**src/rtl/pipe_perf_monitor.sv**
```systemverilog
// ---------------------------------------------------------------------------
// pipe_perf_monitor
//   Performance/event monitor that sits beside the 5-stage pipeline. It counts
//   cycles spent running, load-use stalls, branch flushes and retired
//   instructions. It also records taken-branch target PCs in a small circular
//   trace buffer that debug logic can drain one entry per cycle.
//
// Ports
//   clk_i         clock, all state changes on the rising edge
//   rst_i         asynchronous reset, active low
//   start_i       CPU running; enables counting
//   freeze_i      hold counters and trace for readout
//   clear_i       synchronous clear of counters, trace and flags (top priority)
//   stall_i       hazard-unit stall
//   branch_i      ID-stage Branch control bit (masks stall counting)
//   flush_i       branch taken, IF/ID flushed
//   retire_i      MEM/WB RegWrite
//   pc_i          current PC register value
//   cycle_cnt_o   cycles spent in RUN (saturating)
//   stall_cnt_o   stall events, stall_i & ~branch_i (saturating)
//   flush_cnt_o   flush events (saturating)
//   retire_cnt_o  retired instructions (saturating)
//   running_o     monitor is in RUN
//   trc_rd_i      pop request
//   trc_data_o    popped PC, valid while trc_valid_o is high
//   trc_valid_o   one-cycle pulse per successful pop
//   trc_empty_o   trace buffer empty
//   trc_full_o    trace buffer holds TRACE_DEPTH entries
//   trc_ovf_o     sticky: an unread entry was overwritten
// ---------------------------------------------------------------------------
module pipe_perf_monitor #(
  parameter int CNT_W       = 32,
  parameter int TRACE_DEPTH = 8
) (
  input  logic             clk_i,
  input  logic             rst_i,
  input  logic             start_i,
  input  logic             freeze_i,
  input  logic             clear_i,
  input  logic             stall_i,
  input  logic             branch_i,
  input  logic             flush_i,
  input  logic             retire_i,
  input  logic [31:0]      pc_i,
  output logic [CNT_W-1:0] cycle_cnt_o,
  output logic [CNT_W-1:0] stall_cnt_o,
  output logic [CNT_W-1:0] flush_cnt_o,
  output logic [CNT_W-1:0] retire_cnt_o,
  output logic             running_o,
  input  logic             trc_rd_i,
  output logic [31:0]      trc_data_o,
  output logic             trc_valid_o,
  output logic             trc_empty_o,
  output logic             trc_full_o,
  output logic             trc_ovf_o
);

  localparam int PTR_W  = $clog2(TRACE_DEPTH);
  localparam int CNTR_W = PTR_W + 1;

  localparam logic [CNT_W-1:0]  CNT_ZERO = CNT_W'(1'b0);
  localparam logic [CNT_W-1:0]  CNT_ONE  = CNT_W'(1'b1);
  localparam logic [CNT_W-1:0]  CNT_MAX  = {CNT_W{1'b1}};
  localparam logic [PTR_W-1:0]  PTR_ZERO = PTR_W'(1'b0);
  localparam logic [PTR_W-1:0]  PTR_ONE  = PTR_W'(1'b1);
  localparam logic [CNTR_W-1:0] OCC_ZERO = CNTR_W'(1'b0);
  localparam logic [CNTR_W-1:0] OCC_ONE  = CNTR_W'(1'b1);
  localparam logic [CNTR_W-1:0] OCC_FULL = CNTR_W'(TRACE_DEPTH);

  typedef enum logic [1:0] {
    ST_IDLE = 2'd0,
    ST_RUN  = 2'd1,
    ST_HALT = 2'd2
  } state_t;

  // Saturating increment: a counter that reached its maximum stays there.
  function automatic logic [CNT_W-1:0] sat_inc(input logic [CNT_W-1:0] v);
    logic [CNT_W-1:0] r;
    if (v == CNT_MAX) begin
      r = v;
    end else begin
      r = v + CNT_ONE;
    end
    return r;
  endfunction

  state_t            state_r;
  state_t            state_nxt_s;
  logic              running_r;
  logic [CNT_W-1:0]  cycle_cnt_r;
  logic [CNT_W-1:0]  stall_cnt_r;
  logic [CNT_W-1:0]  flush_cnt_r;
  logic [CNT_W-1:0]  retire_cnt_r;
  logic              wr_pend_r;

  logic [31:0]       mem_r [TRACE_DEPTH];
  logic [PTR_W-1:0]  rd_ptr_r;
  logic [PTR_W-1:0]  wr_ptr_r;
  logic [CNTR_W-1:0] occ_r;
  logic              empty_r;
  logic              full_r;
  logic              ovf_r;
  logic [31:0]       data_r;
  logic              valid_r;

  logic              run_s;
  logic              pop_s;
  logic              wr_s;
  logic              ovw_s;
  logic [PTR_W-1:0]  rd_ptr_nxt_s;
  logic [PTR_W-1:0]  wr_ptr_nxt_s;
  logic [CNTR_W-1:0] occ_nxt_s;
  logic              ovf_nxt_s;

  // Next-state logic for IDLE/RUN/HALT; clear forces IDLE from anywhere.
  always_comb begin
    state_nxt_s = state_r;
    if (clear_i) begin
      state_nxt_s = ST_IDLE;
    end else begin
      case (state_r)
        ST_IDLE: begin
          if (start_i) begin
            state_nxt_s = ST_RUN;
          end else begin
            state_nxt_s = ST_IDLE;
          end
        end
        ST_RUN: begin
          if (freeze_i || !start_i) begin
            state_nxt_s = ST_HALT;
          end else begin
            state_nxt_s = ST_RUN;
          end
        end
        ST_HALT: begin
          if (!freeze_i && start_i) begin
            state_nxt_s = ST_RUN;
          end else begin
            state_nxt_s = ST_HALT;
          end
        end
        default: begin
          state_nxt_s = ST_IDLE;
        end
      endcase
    end
  end

  // State register; running flag is registered from the next state.
  always_ff @(posedge clk_i or negedge rst_i) begin
    if (!rst_i) begin
      state_r   <= ST_IDLE;
      running_r <= 1'b0;
    end else begin
      state_r   <= state_nxt_s;
      running_r <= (state_nxt_s == ST_RUN);
    end
  end

  // Events are counted only on edges where the current state is RUN.
  assign run_s = (state_r == ST_RUN) && !clear_i;

  // Event counters, saturating, held outside RUN.
  always_ff @(posedge clk_i or negedge rst_i) begin
    if (!rst_i) begin
      cycle_cnt_r  <= CNT_ZERO;
      stall_cnt_r  <= CNT_ZERO;
      flush_cnt_r  <= CNT_ZERO;
      retire_cnt_r <= CNT_ZERO;
    end else if (clear_i) begin
      cycle_cnt_r  <= CNT_ZERO;
      stall_cnt_r  <= CNT_ZERO;
      flush_cnt_r  <= CNT_ZERO;
      retire_cnt_r <= CNT_ZERO;
    end else if (run_s) begin
      cycle_cnt_r <= sat_inc(cycle_cnt_r);
      if (stall_i && !branch_i) begin
        stall_cnt_r <= sat_inc(stall_cnt_r);
      end
      if (flush_i) begin
        flush_cnt_r <= sat_inc(flush_cnt_r);
      end
      if (retire_i) begin
        retire_cnt_r <= sat_inc(retire_cnt_r);
      end
    end
  end

  // A flush seen in RUN arms a write of the PC one cycle later, which is the
  // redirected branch target. The write completes even if RUN has just ended.
  always_ff @(posedge clk_i or negedge rst_i) begin
    if (!rst_i) begin
      wr_pend_r <= 1'b0;
    end else if (clear_i) begin
      wr_pend_r <= 1'b0;
    end else begin
      wr_pend_r <= (state_r == ST_RUN) && flush_i;
    end
  end

  // Trace buffer bookkeeping: pop/write qualification, pointers, occupancy.
  // When full, a write without a pop overwrites the oldest entry by pushing
  // the read pointer forward along with the write pointer.
  always_comb begin
    pop_s        = 1'b0;
    wr_s         = 1'b0;
    ovw_s        = 1'b0;
    rd_ptr_nxt_s = rd_ptr_r;
    wr_ptr_nxt_s = wr_ptr_r;
    occ_nxt_s    = occ_r;
    ovf_nxt_s    = ovf_r;
    if (clear_i) begin
      rd_ptr_nxt_s = PTR_ZERO;
      wr_ptr_nxt_s = PTR_ZERO;
      occ_nxt_s    = OCC_ZERO;
      ovf_nxt_s    = 1'b0;
    end else begin
      pop_s = trc_rd_i && (occ_r != OCC_ZERO);
      wr_s  = wr_pend_r;
      ovw_s = wr_s && (occ_r == OCC_FULL) && !pop_s;
      if (pop_s || ovw_s) begin
        rd_ptr_nxt_s = rd_ptr_r + PTR_ONE;
      end else begin
        rd_ptr_nxt_s = rd_ptr_r;
      end
      if (wr_s) begin
        wr_ptr_nxt_s = wr_ptr_r + PTR_ONE;
      end else begin
        wr_ptr_nxt_s = wr_ptr_r;
      end
      case ({wr_s, pop_s})
        2'b10: begin
          if (occ_r == OCC_FULL) begin
            occ_nxt_s = occ_r;
          end else begin
            occ_nxt_s = occ_r + OCC_ONE;
          end
        end
        2'b01:   occ_nxt_s = occ_r - OCC_ONE;
        2'b11:   occ_nxt_s = occ_r;
        default: occ_nxt_s = occ_r;
      endcase
      ovf_nxt_s = ovf_r || ovw_s;
    end
  end

  // Trace pointer, occupancy and status-flag registers.
  always_ff @(posedge clk_i or negedge rst_i) begin
    if (!rst_i) begin
      rd_ptr_r <= PTR_ZERO;
      wr_ptr_r <= PTR_ZERO;
      occ_r    <= OCC_ZERO;
      empty_r  <= 1'b1;
      full_r   <= 1'b0;
      ovf_r    <= 1'b0;
    end else begin
      rd_ptr_r <= rd_ptr_nxt_s;
      wr_ptr_r <= wr_ptr_nxt_s;
      occ_r    <= occ_nxt_s;
      empty_r  <= (occ_nxt_s == OCC_ZERO);
      full_r   <= (occ_nxt_s == OCC_FULL);
      ovf_r    <= ovf_nxt_s;
    end
  end

  // Trace storage; contents need no reset since occupancy guards every read.
  always_ff @(posedge clk_i) begin
    if (wr_s) begin
      mem_r[wr_ptr_r] <= pc_i;
    end
  end

  // Pop result register. On a full+write+pop edge the read sees the old
  // oldest entry because the storage update is non-blocking.
  always_ff @(posedge clk_i or negedge rst_i) begin
    if (!rst_i) begin
      data_r  <= 32'h0000_0000;
      valid_r <= 1'b0;
    end else if (clear_i) begin
      data_r  <= 32'h0000_0000;
      valid_r <= 1'b0;
    end else begin
      valid_r <= pop_s;
      if (pop_s) begin
        data_r <= mem_r[rd_ptr_r];
      end
    end
  end

  assign cycle_cnt_o  = cycle_cnt_r;
  assign stall_cnt_o  = stall_cnt_r;
  assign flush_cnt_o  = flush_cnt_r;
  assign retire_cnt_o = retire_cnt_r;
  assign running_o    = running_r;
  assign trc_data_o   = data_r;
  assign trc_valid_o  = valid_r;
  assign trc_empty_o  = empty_r;
  assign trc_full_o   = full_r;
  assign trc_ovf_o    = ovf_r;

endmodule
```
**config.mk**
```make
export PLATFORM = sky130hd
export DESIGN_NAME = pipe_perf_monitor
export DESIGN_NICKNAME = d
export VERILOG_FILES = /design/src/rtl/pipe_perf_monitor.sv
export SDC_FILE = /design/constraint.sdc
export NUM_CORES = 1
export LEC_CHECK = 0
export BUFFER_PORTS_ARGS = -buffer_cell sky130_fd_sc_hd__buf_2
export CORE_ASPECT_RATIO = 1.25
export CORE_MARGIN = 8
export CORE_UTILIZATION = 36
export DETAILED_ROUTE_END_ITERATION = 12
export PLACE_DENSITY = 0.62
export SETUP_SLACK_MARGIN = 0.05
export SKIP_LAST_GASP = 1
export SYNTH_ARGS = -nofsm -noshare
export SYNTH_HDL_FRONTEND = slang
export SYNTH_SLANG_ARGS = --single-unit
```
**constraint.sdc**
```tcl
create_clock -name clk_i -period 5.28 [get_ports clk_i]
set_input_delay 1.056 -clock clk_i [delete_from_list [all_inputs] [get_ports clk_i]]
set_output_delay 1.056 -clock clk_i [all_outputs]
set_load 0.02 [all_outputs]
```
* Word level (Yosys, flattened, before mapping)
Memories as Yosys holds them, arrays and structs flattened.
Index checks and enable logic that the tools add are counted.
** Word-level totals
- Register bits after elaboration :: 178
- Output and inout bits :: 165
- ROM bits :: 0
- Memories kept :: 1
- Input port bits :: 42
- Word-level logic and storage cells :: 104
- Bits in writable memories :: 256
- Latch bits :: 0
** Memory list
- mem_r :: words 8, bits a word 32, rd ports 1, clocked after Yosys merged registers in 0, write ports 1, line 96 : logic [31:0] mem_r [TRACE_DEPTH];
** Operators by class
- Shift-type cells :: 0
- $lt $le $gt $ge :: 0
- Multipliers :: 0
- Reductions and logical operators :: 29
- Equality and inequality tests :: 15
- Divide/modulo/power cells :: 0
- Bitwise operators :: 0
- Multiplexer cells :: 36
- Add/subtract/negate cells :: 8
** Operator list (number)
- 32-bit 2-to-1 mux :: 17
- 32-bit by 1-bit adder with 32-bit output (second input constant) :: 4
- 32-bit == test (second input constant) :: 4
- 2-bit nonzero test :: 7
- 3-bit 2-to-1 mux :: 4
- 3-bit AND reduction :: 3
- 4-bit == test (second input constant) :: 2
- 1-bit 2-to-1 mux :: 8
- 4-bit 2-to-1 mux :: 2
- 2-bit != test (second input constant) :: 4
- 4-bit case mux with 2 select lines :: 1
- 1-bit logical AND :: 7
- 3-bit by 1-bit adder with 3-bit output (second input constant) :: 2
- 2-bit by 1-bit == test with 1-bit output (second input constant) :: 3
- 2-bit 2-to-1 mux :: 3
- 2-bit case mux with 3 select lines :: 1
- 1-bit logical NOT :: 5
- 4-bit by 1-bit adder with 4-bit output (second input constant) :: 1
- 2-bit == test (second input constant) :: 2
- 4-bit logical NOT :: 1
- 4-bit nonzero test :: 1
- 4-bit by 1-bit subtractor with 4-bit output (second input constant) :: 1
- 1-bit logical OR :: 3
- 2-bit logical NOT :: 1
- 2-bit AND reduction :: 1

* Depth between registers and ports, before layout
Gate-level depths: netlist of run 1.
- Depth in word-level cells :: 7
- Mapped depth :: 14
- Depth with buffers taken out :: 11

* Worst setup path after synthesis of run 1
Ideal clock, no wire load.
- Path type :: input port to flip-flop
- Start point :: in clear_i
- End point :: mem mem_r[2][0] (enable)
- Setup time :: 0.468 ns
- Stages :: 3
- Path buffers :: 1
- Setup slack :: 0.738 ns
- Arrival :: 4.074 ns
- Cell sequence :: clkbuf_1 -> or3_1 -> nor3b_1
** On the way
- Longest elaborated chain between the ends :: 3
** Ends and longest elaborated chain
- from (decl) :: line 39 : input logic clear_i,
- 1-bit 2-to-1 mux :: line 213 : if (clear_i) begin
- 1-bit 2-to-1 mux :: line 269 : if (wr_s) begin
- 1-bit 2-to-1 mux (not written as such) :: line 270 : mem_r[wr_ptr_r] <= pc_i;
- to (decl) :: line 96
No other way between the ends.

* Worst setup path after layout of run 1
- Start point :: reg occ_r[0]
- End point :: reg empty_r, in the netlist trc_empty_o
** On the way
- Longest elaborated chain between the ends :: 6
- Elaborated cells between the ends (all ways) :: 11
** Ends and longest elaborated chain
- from (decl) :: line 99 : logic [CNTR_W-1:0] occ_r;
- from (signal assigned) :: line 260 : occ_r <= occ_nxt_s;
- parallel branches: the longest is 3 deep, another holds 4-bit by 1-bit adder with 4-bit output
- 4-bit case mux with 2 select lines (*) :: line 232 : case ({wr_s, pop_s})
- 4-bit 2-to-1 mux (*) :: line 213
- net occ_nxt_s[3] :: line 112 : logic [CNTR_W-1:0] occ_nxt_s;
- 4-bit logical NOT (*) :: line 261 : empty_r <= (occ_nxt_s == OCC_ZERO);
- to (signal assigned) :: line 261
- to (decl) :: line 100 : logic empty_r;
Mark *: on every way through the listed nets, which the timed path passes.
A chain may end at the register's enable or synchronous reset.

==> results of run 1 <==
kinds of logic (layout without fill, tap and decap cells):
logic type	Yosys count	in the layout	share of synthesized area [%]
multiplexers	122	122	10.7
AO/OA/AOI/OAI	250	250	8.30
flip-flops	434	434	63.5
AND/OR/NAND/NOR	484	484	14.1
adder cells (fa/ha/maj)	11	11	0.706
buffers and inverters	96	329	1.97
XOR/XNOR	16	16	0.732
other	0	1	0
layout make-up:
class / instances / share of cell area [%]
diodes: 1 / 0.0111
clock buffers: 63 / 5.54
clock inverters: 18 / 1.21
inverters: 18 / 0.301
multi-input cells: 883 / 29.6
flip-flops and latches: 434 / 54.1
well taps: 672 / 3.74
repair buffers: 230 / 5.46
worst max-delay path: stages, from the launching register on:
cell	delay [ps]
dfrtp_1	430
inv_1	120
ha_1	220
nand2b_1	80
o21ai_0	470
inv_2	70
ha_1	450
nor2_1	80
mux2_2	260
a222oi_1	300
nor2_1	110
nor4_1	290
how the worst max path moves through the flow:
stage,end,slack (ps),cells after the start
after floorplan,mem_r[2][0]$_DFFE_PP_,740,3
after global placement,cycle_cnt_o[15]$_DFFE_PN0P_,1910,7
after detailed placement,cycle_cnt_o[15]$_DFFE_PN0P_,1840,7
after CTS,trc_empty_o$_DFF_PN1_,2240,11
after global routing,trc_empty_o$_DFF_PN1_,1950,11
final,trc_empty_o$_DFF_PN1_,2280,11
registers in the layout, summed over array words and instances, names as in the netlist, 4 cells and up:
| register | count |
|---|---|
| cycle_cnt_o | 32 |
| flush_cnt_o | 32 |
| mem_r | 256 |
| occ_r | 4 |
| retire_cnt_o | 32 |
| stall_cnt_o | 32 |
| trc_data_o | 32 |
routing by layer:
layer	up-vias	routed length [um]	GRT usage (%)
met3	71	3060	3.92
met2	358	24700	27.7
met4	6	983	4.14
met5	-	31	0
li1	5950	-	-
met1	6689	20000	19.2
cells in the final DEF, fill, tap and decap left out, types with 23 or more instances in the layout:
cell,Yosys,routed
buf_4,0,24
or4_1,30,30
clkbuf_16,0,45
nor2b_1,23,23
o21ai_0,53,53
mux2i_1,36,36
buf_2,13,204
nor2_1,100,98
edfxtp_1,256,256
nand2_1,68,68
or3_1,52,52
nand3_1,43,43
o31ai_1,29,29
dfrtp_1,177,174
a211oi_1,37,37
nor4_1,26,26
a21oi_1,81,81
nand4_1,46,46
mux4_2,64,64
power by group through the flow:
stage | Sequential (mW) | Combinational (mW) | Clock [mW]
3_3_place_gp | 3.72 | 0.268 | 0
4_1_cts | 3.66 | 0.276 | 3.38
6_report | 3.65 | 0.268 | 3.27
5_1_grt | 3.66 | 0.298 | 3.50
3_5_place_dp | 3.72 | 0.276 | 0
2_1_floorplan | 3.73 | 0.138 | 0
per-stage QoR:
stage	worst slack [ps]	hold WS, ps
floorplan	738	519
global placement	1910	491
detailed placement	1840	499
CTS	2240	513
global route	1950	588
finish	2280	506
==> out/metrics.cfg, run 1 <==
[placement]
port_buffers = 206
placed_cells = 2237
hpwl_um = 30900
gp_congestion = 0.862
dpl-instance-area_um2 = 20900

[detailed_routing]
drtPass1Iterations = 6
via_count = 13100
ant_nets = 0
drc_errors = 0
drt_iter0_drc = 1006
via_per_inst = 5.64
wl_per_cell_um = 21.0
drt-total-wl_um = 48800

[cts]
post_cts_resized = 0
root_buffer = clkbuf_16
cts.clk_slew.worst_paths_ps = 60
numCtsBuffers = 45
insertion_delay_ps = 570
clockBufferDepth = 3
htree_levels = 2
hold_buffers = 0
tritoncts = yes
cts_sinks = 434
postCtsSetupRepairBufs = 0

[synthesis]
synth_nets = 1465
yosysMostFrequentCell = edfxtp_1
synth_cell_type_count = 64
syn_avg_cell_area_um2 = 13.5
synth_cells = 1413
synth-main-ff-cell = edfxtp_1
syn_area_um2 = 19100
ys_top_cells_by_count = edfxtp_1 (256), dfrtp_1 (177), nor2_1 (100)
synth_edf_count = 256
yosys_warnings = 0
synth.area.top_cells = edfxtp_1 (40%), dfrtp_1 (23%), mux4_2 (7.5%), a21oi_1 (2.1%), nor2_1 (2.0%)
seq_area_frac_synth_pct = 63.5
yosysTopAreaCell = edfxtp_1
async_reset_ff_share_pct = 41.0
ys_seq_elements = 434
synth_top_area_share_pct = 40.2

[final_layout]
fillerInstances = 4788
final_util_pct = 42.7
regArea_um2 = 12100
instances_no_fill = 2319
syn_to_final_growth_pct = 17.4
multi_input_area_um2 = 6660
design_area_um2 = 22500
nets = 1664
drive_gt1_share_pct = 25.2

[critical_path]
rrSetupSlack_ps = 2280
cp_data_arrival_time_ps = 3440
worst_setup_path_start_kind = register
end_kind = register
r2r_start = occ_r[0]$_DFF_PN0_
worstPathRequired_ps = 5720
r2r_end = trc_empty_o$_DFF_PN1_
critPathLaunch = occ_r[0]$_DFF_PN0_
critPathKind = reg2reg
cp_max_fo = 9
reg2reg_depth = 11

[global_route]
antenna_found_initial = 5
overflow = 0
grt_max_degree = 90
grt_pass1_wl_um = 77100
grt_pass1_vias = 13100
grt_usage_pct = 15.8

[pwr]
ir_drop_v = 0.000290
power_mw = 7.19
p_sw_mw = 1.53
p_per_area_nw_per_um2 = 320
leakagePower_nw = 8.12
combPwrFrac_pct = 3.7
clkPwrFrac_pct = 45.5
seqPwrFrac_pct = 50.8
swShare_pct = 21.3
internal_power_mw = 5.66

[sta]
max_slew_margin_pct = 20.3
min_period_ps = 3000
setup_violations = 0
finalHoldViolations = 0
finalSetupTns_ps = 0
post-route-period-util_pct = 56.8
tightestPinTransition_ps = 1190
grt_setup_unrepaired = no
finClkSkew_ps = 10.1
finalMaxSlewViolations = 0
fmax_mhz = 334

[run_status]
status = finished clean

[die]
num_rows = 94
core_area_um2 = 52600
die_h_um = 274
io-pin-count = 207
die_x_um = 222
start_util_pct = 36.4
dieArea_um2 = 60800

[run]
max-cap-violations = 0

[hold_path]
hold_end = trc_ovf_o$_DFF_PN0_
hold_path.class = reg2reg
min_path_cells = 2
hold_path.startpoint = trc_ovf_o$_DFF_PN0_

Note: power is estimated with default switching activity, not from simulation.
==> inputs of run 2 (changes only) <==
Clock period 5.28 ns to 2.9 ns, I/O delays scaled along.
==> run 2 against run 1 <==
- count of clock-buffer cells in the layout fell by 11
- clock power is 88% higher
- cell area up 1.8%
==> out/metrics.cfg, run 2 (synthesis gave the netlist of run 1 again) <==
[global_route]
grt_max_degree = 77
grt_pass1_vias = 13200
grt_pass1_wl_um = 77900
grt_usage_pct = 16.0
overflow = 0
antenna_found_initial = 5

[critical_path]
worst_setup_path_start_kind = register
critPathKind = reg2reg
critPathSlowestCell = dfrtp_1
worstPathRequired_ps = 3320
end_kind = register
cpPeakStageDelay_ps = 420
cp_max_fo = 9
reg2reg_depth = 11
cp_cell_sequence = inv_1 > ha_1 > nand2b_1 > o21ai_1 > inv_2 > ha_1 > nor2_1 > mux2_2 > a222oi_1 > nor2_1 > nor4b_1
cp_data_arrival_time_ps = 3010

[cts]
postCtsSetupRepairBufs = 0
cts_sinks = 434
htree_levels = 2
numCtsBuffers = 45
insertion_delay_ps = 580
root_buffer = clkbuf_16
clockBufferDepth = 3
cts.clk_slew.worst_paths_ps = 60
tritoncts = yes

[die]
num_rows = 94
core_area_um2 = 52600
die_x_um = 222
start_util_pct = 36.4
io-pin-count = 207
dieArea_um2 = 60800
die_h_um = 274

[final_layout]
nets = 1689
final_cell_mix = edfxtp_1 (256), buf_2 (204), dfrtp_1 (174)
syn_to_final_growth_pct = 19.5
largest_reg_flops = 256
design_area_um2 = 22900
layout_commonest_cell = edfxtp_1
drive_gt1_share_pct = 26.7
final_util_pct = 43.5
largest_register = mem_r

[sta]
finalHoldViolations = 0
finalSetupTns_ps = 0
post-route-period-util_pct = 89.3
grt_setup_unrepaired = no
setup_violations = 0
max_slew_margin_pct = 35.1
min_period_ps = 2590
finalMaxSlewViolations = 0
tightestPinTransition_ps = 969
fmax_mhz = 386
finClkSkew_ps = 15.7

[detailed_routing]
wl_met1_um = 20800
wl_per_cell_um = 21.1
wl_met3_um = 3050
via_per_inst = 5.64
via_count = 13200
drt_iter0_drc = 938
ant_nets = 0
drc_errors = 0
highest_layer = met5
drtPass1Iterations = 5
drt-total-wl_um = 49500
wl_met2_um = 24600

[placement]
hpwl_um = 31800
port_buffers = 206
gp_congestion = 0.867
dpl-instance-area_um2 = 21300

[pwr]
leakagePower_nw = 8.31
power_mw = 13.3
ir_drop_v = 0.000512
p_per_area_nw_per_um2 = 582

[run]
max-cap-violations = 0

[run_status]
status = finished clean

[hold_path]
hold_path.class = in2async

-- run 2: cell types whose count changed in the layout (fill, tap and decap cells not counted), sizes merged --
cell	change
inv	+1
buf	+25
clkinv	+10
clkbuf	-11
bufinv	+1
-- run 2: path summary, 6_finish.rpt --
| check | from | to | slack (ps) |
|---|---|---|---|
| setup / recovery | occ_r[0]$_DFF_PN0_ | trc_full_o$_DFF_PN0_ | 310 |
| hold / removal | rst_i | cycle_cnt_o[1]$_DFFE_PN0P_ | 60 |
| setup reg to reg | occ_r[0]$_DFF_PN0_ | trc_full_o$_DFF_PN0_ | 310 |
| hold reg to reg | trc_ovf_o$_DFF_PN0_ | trc_ovf_o$_DFF_PN0_ | 500 |
| max in group asynchronous | rst_i | trc_data_o[31]$_DFFE_PN0P_ | 2030 |
| min in group clk_i | start_i | state_r[1]$_DFF_PN0_ | 230 |
-- run 2: layout make-up --
class,count,area [um2]
fill,4752,29700
sequential,434,12100
multi-input combinational,883,6670
timing repair buffer,255,1560
clock buffer,52,1200
tap,672,841
clock inverter,30,359
inverter,18,67.6
antenna,1,2.50
-- run 2: repair_timing --
action,in CTS,in global routing
gates resized for setup,0,1
hold buffers,0,0
endpoints found under the setup margin,0,1
endpoints found under the hold margin,0,0
-- run 2: metal layers --
metal	global-route usage [%]	up-vias
li1	-	5995
met1	20.5	6715
met2	27.4	420
met3	3.37	83
met4	4.30	4
met5	0	-
-- run 2: critical path, delay by kind of cell, from the launching register on --
| kind | cells | cell delay, ps |
|---|---|---|
| fa+ha+maj | 2 | 620 |
| compound gates | 2 | 480 |
| simple gates | 4 | 480 |
| flops | 1 | 420 |
| mux | 1 | 280 |
| buf+inv | 2 | 170 |
-- run 2: per-stage QoR --
step | setup WS (ps) | hold slack [ps] | instances
6_report | 310 | 59.7 | 2345
5_1_grt | 67.7 | 86.3 | 2344
4_1_cts | 325 | 65.3 | 2344
3_5_place_dp | 377 | 491 | 2262
3_3_place_gp | 408 | 479 | 2262
2_1_floorplan | -1050 | 284 | 1413
-- run 2: power breakdown --
group / total (mW) / leakage (nW) / internal (mW) / switching [mW]
Combinational: 0.530 / 2.77 / 0.186 / 0.345
Sequential: 6.64 / 4.77 / 6.59 / 0.0423
Clock: 6.14 / 0.772 / 3.62 / 2.52
Total: 13.3 / 8.31 / 10.4 / 2.90
